`src/rtl/nios2_oci_dct_monitor_if.sv`:
```
// Trace monitor bus: capture inputs, end-of-test handshake and the drain read port.
interface nios2_oci_dct_monitor_if #(
   parameter int unsigned DATA_W  = 30,
   parameter int unsigned COUNT_W = 4,
   parameter int unsigned DEPTH   = 16
);
   logic                       arm;
   logic [DATA_W-1:0]          dct_buffer;
   logic [COUNT_W-1:0]         dct_count;
   logic                       test_ending;
   logic                       test_has_ended;
   logic                       rd_ready;
   logic                       rd_valid;
   logic [DATA_W-1:0]          rd_data;
   logic [COUNT_W-1:0]         rd_tag;
   logic [$clog2(DEPTH):0]     fill_level;
   logic [15:0]                overflow_count;
   logic                       seq_error;
   logic [1:0]                 state;

   // Trace source / consumer side.
   modport master (
      output arm, dct_buffer, dct_count, test_ending, test_has_ended, rd_ready,
      input  rd_valid, rd_data, rd_tag, fill_level, overflow_count, seq_error, state
   );

   // Monitor side.
   modport slave (
      input  arm, dct_buffer, dct_count, test_ending, test_has_ended, rd_ready,
      output rd_valid, rd_data, rd_tag, fill_level, overflow_count, seq_error, state
   );
endinterface

```
`src/rtl/nios2_oci_dct_monitor.sv`:
```
// Debug-capture-trace monitor: samples dct_buffer on each dct_count change, checks
// count contiguity, buffers entries in a small FIFO and tracks the end-of-test protocol.
module nios2_oci_dct_monitor #(
   parameter int unsigned DATA_W    = 30,
   parameter int unsigned COUNT_W   = 4,
   parameter int unsigned DEPTH     = 16,
   parameter int unsigned FULL_MODE = 0
) (
   input logic                    clk,
   input logic                    reset,
   nios2_oci_dct_monitor_if.slave bus
);
   localparam int unsigned PtrW = $clog2(DEPTH);
   localparam int unsigned LvlW = PtrW + 1;

   typedef enum logic [1:0] {
      StIdle    = 2'd0,
      StCapture = 2'd1,
      StDrain   = 2'd2,
      StDone    = 2'd3
   } state_e;

   state_e             state_q, state_d;
   logic [COUNT_W-1:0] prev_count_q, prev_count_d;
   logic [PtrW-1:0]    wr_ptr_q, wr_ptr_d;
   logic [PtrW-1:0]    rd_ptr_q, rd_ptr_d;
   logic [LvlW-1:0]    level_q, level_d;
   logic [15:0]        ovf_q, ovf_d;
   logic               seq_err_q, seq_err_d;
   logic               ended_seen_q, ended_seen_d;

   logic [COUNT_W-1:0] tag_mem_q  [DEPTH];
   logic [DATA_W-1:0]  data_mem_q [DEPTH];

   logic               empty;
   logic               full;
   logic               pop;
   logic               capture;
   logic               write_en;
   logic               grow;
   logic [COUNT_W-1:0] count_expect;

   // Capture detection, sequence check and FIFO pointer/level bookkeeping.
   always_comb begin
      empty        = (level_q == '0);
      full         = (level_q == LvlW'(DEPTH));
      pop          = !empty && bus.rd_ready;
      capture      = (state_q == StCapture) && (bus.dct_count != prev_count_q);
      count_expect = prev_count_q + COUNT_W'(1);

      prev_count_d = prev_count_q;
      seq_err_d    = seq_err_q;
      wr_ptr_d     = wr_ptr_q;
      rd_ptr_d     = rd_ptr_q;
      ovf_d        = ovf_q;
      write_en     = 1'b0;
      grow         = 1'b0;

      if (state_q == StIdle) begin
         prev_count_d = bus.dct_count;
      end

      if (capture) begin
         prev_count_d = bus.dct_count;
         if (bus.dct_count != count_expect) begin
            seq_err_d = 1'b1;
         end
      end

      if (pop) begin
         rd_ptr_d = rd_ptr_q + PtrW'(1);
      end

      if (capture) begin
         if (!full || pop) begin
            write_en = 1'b1;
            grow     = 1'b1;
            wr_ptr_d = wr_ptr_q + PtrW'(1);
         end else begin
            // Full with no pop: either drop the newcomer or evict the oldest entry.
            if (FULL_MODE != 0) begin
               write_en = 1'b1;
               wr_ptr_d = wr_ptr_q + PtrW'(1);
               rd_ptr_d = rd_ptr_q + PtrW'(1);
            end
            if (ovf_q != 16'hFFFF) begin
               ovf_d = ovf_q + 16'd1;
            end
         end
      end

      level_d = level_q;
      if (grow && !pop) begin
         level_d = level_q + LvlW'(1);
      end else if (!grow && pop) begin
         level_d = level_q - LvlW'(1);
      end
   end

   // Capture / drain / done sequencing; level_d lets DONE be reached on the last pop.
   always_comb begin
      state_d      = state_q;
      ended_seen_d = ended_seen_q;
      case (state_q)
         StIdle: begin
            if (bus.arm) begin
               state_d = StCapture;
            end
         end
         StCapture: begin
            if (bus.test_has_ended) begin
               ended_seen_d = 1'b1;
               state_d      = (level_d == '0) ? StDone : StDrain;
            end else if (bus.test_ending) begin
               state_d = StDrain;
            end
         end
         StDrain: begin
            if (bus.test_has_ended) begin
               ended_seen_d = 1'b1;
            end
            if ((ended_seen_q || bus.test_has_ended) && (level_d == '0)) begin
               state_d = StDone;
            end
         end
         StDone: begin
            state_d = StDone;
         end
         default: begin
            state_d = StIdle;
         end
      endcase
   end

   // Control and status registers with synchronous reset.
   always_ff @(posedge clk) begin
      if (reset) begin
         state_q      <= StIdle;
         prev_count_q <= '0;
         wr_ptr_q     <= '0;
         rd_ptr_q     <= '0;
         level_q      <= '0;
         ovf_q        <= '0;
         seq_err_q    <= 1'b0;
         ended_seen_q <= 1'b0;
      end else begin
         state_q      <= state_d;
         prev_count_q <= prev_count_d;
         wr_ptr_q     <= wr_ptr_d;
         rd_ptr_q     <= rd_ptr_d;
         level_q      <= level_d;
         ovf_q        <= ovf_d;
         seq_err_q    <= seq_err_d;
         ended_seen_q <= ended_seen_d;
      end
   end

   // Entry storage; contents need no reset because rd_valid gates the read port.
   always_ff @(posedge clk) begin
      if (write_en && !reset) begin
         tag_mem_q[wr_ptr_q]  <= bus.dct_count;
         data_mem_q[wr_ptr_q] <= bus.dct_buffer;
      end
   end

   // Read port and status outputs.
   always_comb begin
      bus.rd_valid       = !empty;
      bus.rd_data        = empty ? '0 : data_mem_q[rd_ptr_q];
      bus.rd_tag         = empty ? '0 : tag_mem_q[rd_ptr_q];
      bus.fill_level     = level_q;
      bus.overflow_count = ovf_q;
      bus.seq_error      = seq_err_q;
      bus.state          = state_q;
   end

endmodule

```
`src/flat_wrapper.sv`:
```
// flat-port wrapper written by rule: the top's interface ports become plain ports
module nios2_oci_dct_monitor_flat 
#(
   parameter int unsigned DATA_W    = 30,
   parameter int unsigned COUNT_W   = 4,
   parameter int unsigned DEPTH     = 16,
   parameter int unsigned FULL_MODE = 0
)
  (clk, reset, bus_arm, bus_dct_buffer, bus_dct_count, bus_test_ending, bus_test_has_ended, bus_rd_ready, bus_rd_valid, bus_rd_data, bus_rd_tag, bus_fill_level, bus_overflow_count, bus_seq_error, bus_state);
  nios2_oci_dct_monitor_if #(.DATA_W(DATA_W), .COUNT_W(COUNT_W), .DEPTH(DEPTH)) bus_i ();
  input logic clk;
  input logic reset;
  input wire logic [$bits(bus_i.arm)-1:0] bus_arm;
  input wire logic [$bits(bus_i.dct_buffer)-1:0] bus_dct_buffer;
  input wire logic [$bits(bus_i.dct_count)-1:0] bus_dct_count;
  input wire logic [$bits(bus_i.test_ending)-1:0] bus_test_ending;
  input wire logic [$bits(bus_i.test_has_ended)-1:0] bus_test_has_ended;
  input wire logic [$bits(bus_i.rd_ready)-1:0] bus_rd_ready;
  output wire logic [$bits(bus_i.rd_valid)-1:0] bus_rd_valid;
  output wire logic [$bits(bus_i.rd_data)-1:0] bus_rd_data;
  output wire logic [$bits(bus_i.rd_tag)-1:0] bus_rd_tag;
  output wire logic [$bits(bus_i.fill_level)-1:0] bus_fill_level;
  output wire logic [$bits(bus_i.overflow_count)-1:0] bus_overflow_count;
  output wire logic [$bits(bus_i.seq_error)-1:0] bus_seq_error;
  output wire logic [$bits(bus_i.state)-1:0] bus_state;
  assign bus_i.arm = bus_arm;
  assign bus_i.dct_buffer = bus_dct_buffer;
  assign bus_i.dct_count = bus_dct_count;
  assign bus_i.test_ending = bus_test_ending;
  assign bus_i.test_has_ended = bus_test_has_ended;
  assign bus_i.rd_ready = bus_rd_ready;
  assign bus_rd_valid = bus_i.rd_valid;
  assign bus_rd_data = bus_i.rd_data;
  assign bus_rd_tag = bus_i.rd_tag;
  assign bus_fill_level = bus_i.fill_level;
  assign bus_overflow_count = bus_i.overflow_count;
  assign bus_seq_error = bus_i.seq_error;
  assign bus_state = bus_i.state;
  nios2_oci_dct_monitor #(.DATA_W(DATA_W), .COUNT_W(COUNT_W), .DEPTH(DEPTH), .FULL_MODE(FULL_MODE)) u_core (.clk(clk), .reset(reset), .bus(bus_i));
endmodule
```
`config.mk`:
```
export PLATFORM = sky130hd
export DESIGN_NAME = nios2_oci_dct_monitor_flat
export DESIGN_NICKNAME = d
export VERILOG_FILES = /design/src/rtl/nios2_oci_dct_monitor_if.sv /design/src/rtl/nios2_oci_dct_monitor.sv /design/src/flat_wrapper.sv
export SDC_FILE = /design/constraint.sdc
export NUM_CORES = 1
export LEC_CHECK = 0
export ABC_CLOCK_PERIOD_IN_PS = 8200
export CAP_MARGIN = 20
export CORE_MARGIN = 8
export CORE_UTILIZATION = 40
export DETAILED_ROUTE_END_ITERATION = 12
export PLACE_DENSITY = 0.66
export SLEW_MARGIN = 5
export SYNTH_ARGS = -nofsm -noshare
export SYNTH_HDL_FRONTEND = slang
export SYNTH_SLANG_ARGS = --single-unit
```
`constraint.sdc`:
```
create_clock -name clk -period 8.2 [get_ports clk]
set_clock_uncertainty 0.2 [all_clocks]
set_input_delay 0.82 -clock clk [delete_from_list [all_inputs] [get_ports clk]]
set_output_delay 0.82 -clock clk [all_outputs]
set_load 0.02 [all_outputs]
```
==> flow_summary.yaml <==
grt:
  grtUsageTotal_pct: 15.12
  grt_remaining_overflow: 0
  grt_max_degree: 74
  antenna_found_initial: 2
  grt_pass1_wl_um: 73180
  grt_pass1_vias: 11526
die:
  die_area_um2: 64890
  coreArea_um2: 56390
  die_x_um: 254.7
  num_rows: 87
  initial_core_util_pct: 40.43
  pin_count: 99
  die_h_um: 254.7
route:
  wl_per_cell_um: 24.18
  drt_wl_total_um: 48140
  vias: 10642
  antenna_left: 0
  first_iter_violations: 998
  drc: 0
  drt_pass1_iterations: 4
  viasPerCell: 5.345
pwr:
  peakVddDrop_mv: 0.2282
  p_leak_nw: 8.075
  power_density_nw_per_um2: 289.0
  report.power.total_mw: 7.691
critical_path:
  cp_max_fo: 33
  path_class: "reg -> out"
  r2r_start: "u_core.bus.fill_level[1]"
  crit_required_ps: 7180
  worstSetupEndpointType: "primary output"
  crit_arrival_ps: 3950
  startpoint_type: "flop"
synth:
  yosys_warnings: 0
  netlist_area_um2: 22800
  yosysUniqueCellTypes: 48
  avgSynthCellArea_um2: 21.45
  ys.flop_type: "edfxtp_1"
  syn-instance-count: 1063
  synth-seq-area-share_pct: 75.25
  ys_ff_latch: 585
  synthArstFlopShare_pct: 0
  synth_fp_nets: 1117
  synth-edff-count: 544
clocking:
  cts.sinks: 585
  cts_tree: "done"
  hold_buffers: 0
  post_cts_buffers: 0
  htreeDepth: 2
  cts-root-buf: "clkbuf_16"
  numCtsBuffers: 58
  clkTransAtPathRegs_ps: 50
  ctsResizeCount: 0
  insertion_delay_ps: 610
  cts_buffer_depth: 3
timing:
  fmax_ghz: 0.2011
  maxSlewViolCount: 0
  finalHoldViolCount: 0
  rsz0062_at_grt: "false"
  tns_ps: 0
  worst_pin_slew_ps: 902.0
  setup_viol: 0
  max-slew-margin-rel_pct: 39.87
  fin_crit_sh_pct: 60.66
  fin_crit_ps: 4974
layout:
  postLayoutCellArea_um2: 26610
  syn_to_final_growth_pct: 16.74
  fin_util_pct: 47.20
  final_layout_size_suffix_gt1_share_pct: 23.91
  fin_nets: 1249
run:
  drv_cap: 0
place:
  place_congestion: 0.7228
  dp_hpwl_um: 24820
  placed_cell_area_um2: 24850
  io_buffers: 98
hold_path:
  min_from: "u_core.bus.seq_error"
  hold_class: "reg -> reg"
outcome:
  status: "finished clean"
[kinds of logic (layout without fill, tap and decap cells)]
| group | Yosys count | in the layout | synth area share [%] |
|---|---|---|---|
| AOI/OAI and AO/OA | 34 | 34 | 0.9989 |
| xor gates and xnor gates | 30 | 30 | 1.153 |
| adders and majority gates | 15 | 15 | 0.8123 |
| muxes | 177 | 177 | 17.11 |
| buffers and inverters | 62 | 233 | 1.065 |
| and+or+nand+nor | 160 | 160 | 3.606 |
| other | 0 | 1 | 0 |
| DFF | 585 | 585 | 75.25 |
[cells in the mapped netlist (2+ instances only)]
master | number | area (µm²)
a21oi_1 | 12 | 60.06
or3_1 | 3 | 18.77
xnor2_1 | 13 | 113.9
a221oi_1 | 2 | 17.52
clkbuf_1 | 37 | 138.9
nor3_1 | 5 | 25.02
mux4_2 | 170 | 3829
buf_2 | 5 | 25.02
nand2_1 | 25 | 93.84
nand4_1 | 5 | 31.28
and2_1 | 35 | 219.0
xor2_1 | 17 | 148.9
nand3_1 | 7 | 35.03
nor2_1 | 56 | 210.2
a211oi_1 | 2 | 15.01
inv_1 | 12 | 45.04
nor2b_1 | 5 | 31.28
ha_1 | 14 | 175.2
and3_1 | 4 | 25.02
buf_1 | 7 | 26.28
nand4b_1 | 2 | 17.52
nor4_1 | 2 | 12.51
mux2i_1 | 5 | 50.05
edfxtp_1 | 544 | 16340
dfxtp_1 | 41 | 820.8
o21ai_0 | 11 | 55.05
[worst max-delay path, cell delays in order, from the launching register on]
cell and delay [ps]:
dfxtp_4 800, buf_4 680, mux4_2 600, mux4_2 480, and2_1 200, clkdlybuf4s50_1 540
[area by class of cell]
| class | count | area (µm²) |
|---|---|---|
| timing repair buffer | 122 | 1174 |
| antenna | 1 | 2.502 |
| tap | 756 | 945.9 |
| sequential | 585 | 17170 |
| clock inverter | 27 | 257.7 |
| multi-input combinational | 416 | 5519 |
| fill | 4699 | 29770 |
| inverter | 12 | 45.04 |
| clock buffer | 72 | 1504 |
[metal layers]
layer	track usage, %	share of wire, %
met3	3.597	6.5
met1	20.98	43
met2	24.39	49
met4	3.104	1.5
met5	0	0
[power by group]
| part | switching (mW) | internal (mW) |
|---|---|---|
| clock network | 1.08 | 1.39 |
| logic | 0.888 | 0.877 |
| registers | 0.107 | 3.35 |
[flip-flops by register name (all words and copies together) (netlist names), named ones only]
name and cells:
u_core.bus.fill_level 5, u_core.tag_mem_q 64, u_core.prev_count_q 4, u_core.data_mem_q 480, u_core.bus.overflow_count 16, u_core.bus.state 2, u_core.rd_ptr_q 4, u_core.ended_seen_q 1
u_core.bus.seq_error 1, u_core.wr_ptr_q 4
[placed cells by master (no fill, tap or decap), types with 4 or more instances in the layout]
master | netlist | routed
mux4_2 | 170 | 170
nand2_1 | 25 | 25
buf_4 | 1 | 23
nor2b_1 | 5 | 5
nor2_1 | 56 | 40
nand3_1 | 7 | 7
mux2i_1 | 5 | 5
o21ai_0 | 11 | 11
clkinv_1 | 0 | 9
nand4_1 | 5 | 5
clkdlybuf4s50_1 | 0 | 98
clkbuf_1 | 37 | 14
nor2_4 | 0 | 16
xnor2_1 | 13 | 13
clkbuf_16 | 0 | 58
dfxtp_1 | 41 | 37
clkinv_2 | 0 | 9
and2_1 | 35 | 35
ha_1 | 14 | 14
inv_1 | 12 | 12
nor3_1 | 5 | 5
edfxtp_1 | 544 | 544
xor2_1 | 17 | 17
a21oi_1 | 12 | 12
and3_1 | 4 | 4
[worst paths after layout]
path	endpoint	slack, ps	cells after the start
worst max-delay path	bus_rd_tag[2]	3230	5
worst min-delay path	u_core.bus.seq_error	270	2
worst max register to register	u_core.data_mem_q[10][6]	4510	8
worst min register to register	u_core.bus.seq_error	270	2
[through the flow]
step	hold slack [ps]	instances	setup WS [ps]
after floorplan	237.4	1063	4207
after global placement	256.1	1891	3352
after detailed placement	262.4	1891	3278
after CTS	270.6	1990	3070
after global routing	323.7	1990	2940
final	268.5	1991	3226
(Power assumes the default switching activity.)
